File: config.mk
export PLATFORM = sky130hd
export DESIGN_NAME = fpu_issuer_flat
export DESIGN_NICKNAME = d
export VERILOG_FILES = /design/src/rtl/fpu_issuer_if.sv /design/src/rtl/fpu_issuer.sv /design/src/flat_wrapper.sv
export SDC_FILE = /design/constraint.sdc
export NUM_CORES = 1
export LEC_CHECK = 0
export CAP_MARGIN = 0
export CORE_MARGIN = 5
export CORE_UTILIZATION = 37
export DETAILED_ROUTE_END_ITERATION = 6
export PLACE_DENSITY = 0.73
export SYNTH_ARGS = -nofsm -noshare
export SYNTH_HDL_FRONTEND = slang
export SYNTH_SLANG_ARGS = --single-unit
File: constraint.sdc
create_clock -name clk -period 1.8 [get_ports clk]
set_input_delay 0.36 -clock clk [delete_from_list [all_inputs] [get_ports clk]]
set_output_delay 0.36 -clock clk [all_outputs]
set_load 0.03 [all_outputs]
File: src/rtl/fpu_issuer_if.sv
// Bundles the core-side instruction handshake and the FPU-side order/result
// handshake of the FP issuer; the issuer connects through the slave modport.
interface fpu_issuer_if #(
  parameter int LEN_WORD   = 32,
  parameter int LEN_FUNC3  = 3,
  parameter int LEN_FUNC7  = 7,
  parameter int LEN_REGIDX = 5
);
  logic                  req;
  logic                  flush;
  logic [LEN_FUNC3-1:0]  in_func3;
  logic [LEN_FUNC7-1:0]  in_func7;
  logic [LEN_WORD-1:0]   in_src1;
  logic [LEN_WORD-1:0]   in_src2;
  logic [LEN_REGIDX-1:0] in_rdidx;
  logic                  stall;
  logic                  wb_en;
  logic [LEN_REGIDX-1:0] wb_idx;
  logic [LEN_WORD-1:0]   wb_data;
  logic                  order;
  logic [LEN_FUNC3-1:0]  func3;
  logic [LEN_FUNC7-1:0]  func7;
  logic [LEN_WORD-1:0]   rs1;
  logic [LEN_WORD-1:0]   rs2;
  logic                  calculated;
  logic [LEN_WORD-1:0]   rd;
  logic                  running;
  logic                  err_timeout;
  logic                  err_proto;

  modport master (
    output req, flush, in_func3, in_func7, in_src1, in_src2, in_rdidx,
           calculated, rd, running,
    input  stall, wb_en, wb_idx, wb_data, order, func3, func7, rs1, rs2,
           err_timeout, err_proto
  );

  modport slave (
    input  req, flush, in_func3, in_func7, in_src1, in_src2, in_rdidx,
           calculated, rd, running,
    output stall, wb_en, wb_idx, wb_data, order, func3, func7, rs1, rs2,
           err_timeout, err_proto
  );
endinterface

File: src/rtl/fpu_issuer.sv
// Issues one FP instruction at a time to an external FPU, stalls the core
// until the result is written back, and handles flush, timeout and protocol errors.
module fpu_issuer #(
  parameter int LEN_WORD   = 32,
  parameter int LEN_FUNC3  = 3,
  parameter int LEN_FUNC7  = 7,
  parameter int LEN_REGIDX = 5,
  parameter int TIMEOUT    = 64
) (
  input logic         clk,
  input logic         rstn,
  fpu_issuer_if.slave fpu
);
  typedef enum logic [2:0] {IDLE, ISSUE, WAIT, DONE, DRAIN} state_t;

  localparam int CNT_W = (TIMEOUT > 1) ? $clog2(TIMEOUT) : 1;
  localparam logic [CNT_W-1:0] CNT_LAST = CNT_W'(TIMEOUT - 1);

  state_t                state, next_state;
  logic [CNT_W-1:0]      cnt;
  logic [LEN_FUNC3-1:0]  func3_q;
  logic [LEN_FUNC7-1:0]  func7_q;
  logic [LEN_WORD-1:0]   src1_q;
  logic [LEN_WORD-1:0]   src2_q;
  logic [LEN_REGIDX-1:0] rdidx_q;
  logic [LEN_WORD-1:0]   wbdata_q;
  logic                  order_q;
  logic                  err_timeout_q;
  logic                  err_proto_q;
  logic                  accept;
  logic                  cnt_last;
  logic                  timeout_hit;
  logic                  proto_hit;

  assign accept   = (state == IDLE) && fpu.req && !fpu.flush;
  assign cnt_last = (cnt == CNT_LAST);

  always_comb begin
    next_state  = state;
    timeout_hit = 1'b0;
    proto_hit   = 1'b0;
    case (state)
      IDLE: begin
        proto_hit = fpu.calculated;
        if (accept) next_state = ISSUE;
      end
      ISSUE: begin
        proto_hit  = fpu.calculated;
        next_state = fpu.flush ? IDLE : WAIT;
      end
      WAIT: begin
        // The FPU must keep running until it answers; the first cycle is exempt.
        proto_hit = (cnt != '0) && !fpu.calculated && !fpu.running;
        if (fpu.flush) begin
          next_state = fpu.calculated ? IDLE : DRAIN;
        end else if (fpu.calculated) begin
          next_state = DONE;
        end else if (cnt_last) begin
          next_state  = IDLE;
          timeout_hit = 1'b1;
        end
      end
      DONE: begin
        proto_hit  = fpu.calculated;
        next_state = IDLE;
      end
      DRAIN: begin
        if (fpu.calculated) begin
          next_state = IDLE;
        end else if (cnt_last) begin
          next_state  = IDLE;
          timeout_hit = 1'b1;
        end
      end
      default: next_state = IDLE;
    endcase
  end

  always_ff @(posedge clk or negedge rstn) begin
    if (!rstn) state <= IDLE;
    else       state <= next_state;
  end

  // Counter keeps running across WAIT->DRAIN so a flushed op still times out.
  always_ff @(posedge clk or negedge rstn) begin
    if (!rstn) begin
      cnt <= '0;
    end else if ((state == ISSUE) || ((state == WAIT) && fpu.calculated)) begin
      cnt <= '0;
    end else if (((state == WAIT) || (state == DRAIN)) && !cnt_last) begin
      cnt <= cnt + 1'b1;
    end
  end

  always_ff @(posedge clk or negedge rstn) begin
    if (!rstn) begin
      func3_q <= '0;
      func7_q <= '0;
      src1_q  <= '0;
      src2_q  <= '0;
      rdidx_q <= '0;
      order_q <= 1'b0;
    end else begin
      order_q <= accept;
      if (accept) begin
        func3_q <= fpu.in_func3;
        func7_q <= fpu.in_func7;
        src1_q  <= fpu.in_src1;
        src2_q  <= fpu.in_src2;
        rdidx_q <= fpu.in_rdidx;
      end
    end
  end

  always_ff @(posedge clk or negedge rstn) begin
    if (!rstn) begin
      wbdata_q      <= '0;
      err_timeout_q <= 1'b0;
      err_proto_q   <= 1'b0;
    end else begin
      if ((state == WAIT) && fpu.calculated && !fpu.flush) wbdata_q <= fpu.rd;
      if (timeout_hit) err_timeout_q <= 1'b1;
      if (proto_hit)   err_proto_q   <= 1'b1;
    end
  end

  // A flush in the ISSUE cycle suppresses the already-registered order pulse.
  assign fpu.order       = order_q && !fpu.flush;
  assign fpu.stall       = accept || (state == ISSUE) || (state == WAIT) ||
                           ((state == DRAIN) && fpu.req);
  assign fpu.wb_en       = (state == DONE) && !fpu.flush;
  assign fpu.wb_idx      = rdidx_q;
  assign fpu.wb_data     = wbdata_q;
  assign fpu.func3       = func3_q;
  assign fpu.func7       = func7_q;
  assign fpu.rs1         = src1_q;
  assign fpu.rs2         = src2_q;
  assign fpu.err_timeout = err_timeout_q;
  assign fpu.err_proto   = err_proto_q;
endmodule
File: src/flat_wrapper.sv
// flat-port wrapper written by rule: the top's interface ports become plain ports
module fpu_issuer_flat 
#(
  parameter int LEN_WORD   = 32,
  parameter int LEN_FUNC3  = 3,
  parameter int LEN_FUNC7  = 7,
  parameter int LEN_REGIDX = 5,
  parameter int TIMEOUT    = 64
)
  (clk, rstn, fpu_req, fpu_flush, fpu_in_func3, fpu_in_func7, fpu_in_src1, fpu_in_src2, fpu_in_rdidx, fpu_calculated, fpu_rd, fpu_running, fpu_stall, fpu_wb_en, fpu_wb_idx, fpu_wb_data, fpu_order, fpu_func3, fpu_func7, fpu_rs1, fpu_rs2, fpu_err_timeout, fpu_err_proto);
  fpu_issuer_if #(.LEN_WORD(LEN_WORD), .LEN_FUNC3(LEN_FUNC3), .LEN_FUNC7(LEN_FUNC7), .LEN_REGIDX(LEN_REGIDX)) fpu_i ();
  input logic clk;
  input logic rstn;
  input wire logic [$bits(fpu_i.req)-1:0] fpu_req;
  input wire logic [$bits(fpu_i.flush)-1:0] fpu_flush;
  input wire logic [$bits(fpu_i.in_func3)-1:0] fpu_in_func3;
  input wire logic [$bits(fpu_i.in_func7)-1:0] fpu_in_func7;
  input wire logic [$bits(fpu_i.in_src1)-1:0] fpu_in_src1;
  input wire logic [$bits(fpu_i.in_src2)-1:0] fpu_in_src2;
  input wire logic [$bits(fpu_i.in_rdidx)-1:0] fpu_in_rdidx;
  input wire logic [$bits(fpu_i.calculated)-1:0] fpu_calculated;
  input wire logic [$bits(fpu_i.rd)-1:0] fpu_rd;
  input wire logic [$bits(fpu_i.running)-1:0] fpu_running;
  output wire logic [$bits(fpu_i.stall)-1:0] fpu_stall;
  output wire logic [$bits(fpu_i.wb_en)-1:0] fpu_wb_en;
  output wire logic [$bits(fpu_i.wb_idx)-1:0] fpu_wb_idx;
  output wire logic [$bits(fpu_i.wb_data)-1:0] fpu_wb_data;
  output wire logic [$bits(fpu_i.order)-1:0] fpu_order;
  output wire logic [$bits(fpu_i.func3)-1:0] fpu_func3;
  output wire logic [$bits(fpu_i.func7)-1:0] fpu_func7;
  output wire logic [$bits(fpu_i.rs1)-1:0] fpu_rs1;
  output wire logic [$bits(fpu_i.rs2)-1:0] fpu_rs2;
  output wire logic [$bits(fpu_i.err_timeout)-1:0] fpu_err_timeout;
  output wire logic [$bits(fpu_i.err_proto)-1:0] fpu_err_proto;
  assign fpu_i.req = fpu_req;
  assign fpu_i.flush = fpu_flush;
  assign fpu_i.in_func3 = fpu_in_func3;
  assign fpu_i.in_func7 = fpu_in_func7;
  assign fpu_i.in_src1 = fpu_in_src1;
  assign fpu_i.in_src2 = fpu_in_src2;
  assign fpu_i.in_rdidx = fpu_in_rdidx;
  assign fpu_i.calculated = fpu_calculated;
  assign fpu_i.rd = fpu_rd;
  assign fpu_i.running = fpu_running;
  assign fpu_stall = fpu_i.stall;
  assign fpu_wb_en = fpu_i.wb_en;
  assign fpu_wb_idx = fpu_i.wb_idx;
  assign fpu_wb_data = fpu_i.wb_data;
  assign fpu_order = fpu_i.order;
  assign fpu_func3 = fpu_i.func3;
  assign fpu_func7 = fpu_i.func7;
  assign fpu_rs1 = fpu_i.rs1;
  assign fpu_rs2 = fpu_i.rs2;
  assign fpu_err_timeout = fpu_i.err_timeout;
  assign fpu_err_proto = fpu_i.err_proto;
  fpu_issuer #(.LEN_WORD(LEN_WORD), .LEN_FUNC3(LEN_FUNC3), .LEN_FUNC7(LEN_FUNC7), .LEN_REGIDX(LEN_REGIDX), .TIMEOUT(TIMEOUT)) u_core (.clk(clk), .rstn(rstn), .fpu(fpu_i));
endmodule
==> results.md <==
* Path depth of the worst reg2reg path at 6
* Syn. warnings at 0
* Slew margin rel. at 74.9%
* Setup ws final at -0.0207 ns
* CP endpoint kind: output port
* Max H-tree Level at 4
* CTS tree: built
* Vias post-DR at 3,620
* ANT cells at 0
* Drt first pass iters at 4
* Die width at 124 um
* DR iter-0 viols at 129
* GR Layer Usage met1 at 18.3%
* Synth Area in Simple Gates at 3.39%
* Power Dens Cells at 1500 nW/um2
* Largest net degree at the start of global routing at 63
* Row Count at 41
* Mapped Cells at 308
* Total congestion overflow at 0
* Sequential share of the synthesized area at 64.2%
* Maximum vdd drop at 844 uV
* P_sw at 4340 uW
* Worst endpoint required time at 1.44 ns
* Xor and xnor fraction of the mapped netlist area at 0.522%
* Fin cells at 763
* WS Path Type: flip-flop to output port
* Comb pwr share at 38.4%
* Run status: finished, violations left
* Routed Antenna Nets at 0
* MaxCap Viol Count at 0
* Met2 usage at 31.5%
* Wire length per cell at 17.9 um
* Adder-cell share of the synthesized area at 0.522%
* Hold violation count in the final report at 0
* DRT Wirelength at 13,700 um
* Worst Tran Pin Value at 0.373 ns
* Fraction of synthesized area in multiplexers at 26.3%
* Post-synthesis net count at 427
* Net Sw Frac at 35.6%
* Die ar. at 15,300 um2
* Clock transition at path regs at 0.05 ns
* Worst-Skew Late Latency at 0.41 ns
* Peak Freq at 549 MHz
* Number of vias per cell at 4.74
* Crit start category: flip-flop
* GP Congestion at 0.804
* Hold Path Depth at 2
* Placed cells at 718
* Yosys reg bits at 123
* Post-synthesis compound-gate area fraction at 2.69%
* Crit path time final at 1.82 ns
* Syn-to-layout area delta at 69.8%
* RSZ-0062 raised after global routing: yes
* Cts bufs inserted at 17
* GRT Total Usage at 18.1%
* Power after layout at 12,200 uW
* Max-slew violations at 0
* Clock root cell: clkbuf_16
* Layout net count at 697
* Core ar. at 12,700 um2
* Longest Clk Path Bufs at 2
* Layout cells sized above 1 at 32.7%
* Synth unique cells at 35
* Die Y at 124 um
* Endpoints failing setup at 6
* Final worst path period share at 101%
* Number of I/O pins at 233
* Largest family of logic cells by synthesized area: multiplexers
* Critical Path AT at 1.46 ns
* Post-route DRC at 0
* Vias in the first global route at 3,988
* # port buffers at 232
* Register share of total power at 33.5%
* Detailed placement HPWL at 10,100 um
* CP Max Fanout at 5
* First-pass GRT wire length at 20,700 um
* Hold crit path type: flip-flop to flip-flop
* Leakage at 0.00375 uW
* Failing checks: negative setup slack
* Layer with the highest usage: met2
* CTS Sinks at 123
* Clk_skew at 0.00713 ns
* Initial Utilization at 37.8%
* Avg Inst Size Synth at 15.6 um2
* Clock share of power at 28.1%
* Initial antenna violation count at 0
* Grt met3 use at 7.72%
* Cell Area, Synth at 4790 um2
* Int Power at 7850 uW
cell usage in the layout (no fill, tap or decap), drive strengths merged, types with 4 or more instances in the layout:
cell,Yosys,final
a21oi,7,7
buf,14,36
clkbuf,0,24
clkdlybuf4s50,0,114
clkinv,0,5
dfrtp,123,123
dlygate4sd2,0,108
dlymetal6s2s,0,6
inv,6,6
mux2,111,111
nand2,4,4
nor2,5,5
nor2b,4,4
o21ai,4,4
flip-flops by register name, summed over array words and instances, names as in the netlist:
signal / cells
u_core.fpu.err_proto: 1
u_core.fpu.rs1: 32
u_core.fpu.err_timeout: 1
u_core.fpu.func3: 3
u_core.state: 3
u_core.fpu.wb_idx: 5
u_core.fpu.func7: 7
u_core.fpu.wb_data: 32
u_core.cnt: 6
u_core.order_q: 1
u_core.fpu.rs2: 32
timing repair:
| item | CTS | global route |
|---|---|---|
| endpoints found under the hold margin | 123 | 0 |
| pin swaps | 4 | 4 |
| setup buffers | 6 | 6 |
| resized for setup | 121 | 21 |
| setup endpoints to repair | 111 | 36 |
| cloned | 0 | 1 |
| hold buffers | 1 | 0 |
worst max-delay path, cell delays in order, from the launching register on:
cell     delay (ns)
dfrtp_2        0.48
nor2_4         0.17
nand2_2        0.08
o22ai_2        0.16
buf_6          0.16
cells by family after synthesis:
logic type / count (synthesis)
compound gates: 20
xor+xnor: 2
fa+ha+maj: 2
buf+inv: 20
flops: 123
mux: 112
simple gates: 29
cell usage after synthesis, drive strengths merged:
cell | instances | share of area, %
buf | 14 | 1.9
nand3 | 3 | 0.31
mux2i | 1 | 0.21
dfrtp | 123 | 64
a21boi | 1 | 0.16
nor4 | 1 | 0.13
a21oi | 7 | 0.73
mux2 | 111 | 26
a311o | 1 | 0.21
and2b | 1 | 0.16
nor2b | 4 | 0.52
a211oi | 1 | 0.16
or3 | 3 | 0.39
or2 | 1 | 0.13
a41o | 1 | 0.21
ha | 2 | 0.52
a311oi | 1 | 0.18
and3 | 2 | 0.26
a22oi | 1 | 0.16
nand2 | 4 | 0.31
nand2b | 1 | 0.13
o22ai | 1 | 0.13
nor2 | 5 | 0.39
nand3b | 1 | 0.16
inv | 6 | 0.47
o41ai | 1 | 0.18
o21ai | 4 | 0.42
xnor2 | 2 | 0.52
and4 | 1 | 0.18
nor3 | 2 | 0.31
o21bai | 1 | 0.16
worst paths after layout:
check / startpoint / end / slack, ns
min in group asynchronous: rstn / u_core.fpu.wb_data[28]$_DFFE_PN0P_ / 0.50
max: u_core.state[0]$_DFFE_PN0P_ / fpu_stall / -0.02
min reg2reg: u_core.fpu.err_timeout$_DFFE_PN0P_ / u_core.fpu.err_timeout$_DFFE_PN0P_ / 0.47
max in group asynchronous: rstn / u_core.state[1]$_DFFE_PN0P_ / 0.98
min: u_core.fpu.err_timeout$_DFFE_PN0P_ / u_core.fpu.err_timeout$_DFFE_PN0P_ / 0.47
max reg2reg: u_core.state[0]$_DFFE_PN0P_ / u_core.fpu.wb_data[15]$_DFFE_PN0P_ / -0.01
through the flow:
stage | hold WS [ns] | cell area, um2 | worst slack (ns) | setup TNS (ns) | util (%)
finish | 0.469 | 8140 | -0.0207 | -0.0491 | 64.2
global route | 0.472 | 8140 | -0.0797 | -0.592 | 64.2
CTS | 0.453 | 8020 | -0.0508 | -0.0508 | 63.3
detailed placement | 0.407 | 7460 | -0.160 | -7.39 | 58.9
global placement | 0.400 | 7460 | -0.0891 | -4.99 | 58.9
floorplan | 0.0644 | 4790 | 0.0219 | 0 | -
layout make-up:
class	count	area [um2]
Clock inverter	8	115
Timing Repair Buffer	265	2540
Multi-Input combinational cell	165	1680
Sequential cell	123	3080
Tap cell	172	215
Fill cell	1014	4530
Clock buffer	24	482
Inverter	6	22.5
metal layers:
metal	share of wire [%]	vias up
met2	55	135
met5	0	-
li1	-	1635
met4	3.1	0
met1	34	1820
met3	8.0	30
power groups by stage:
stage / clock, uW / combinational (uW) / sequential, uW
2_1_floorplan: 0 / 994 / 5870
3_3_place_gp: 0 / 5150 / 4120
3_5_place_dp: 0 / 5220 / 4170
4_1_cts: 3520 / 4690 / 4100
5_1_grt: 3650 / 4930 / 4210
6_report: 3420 / 4680 / 4090
Note: power is estimated with default switching activity, not from simulation.
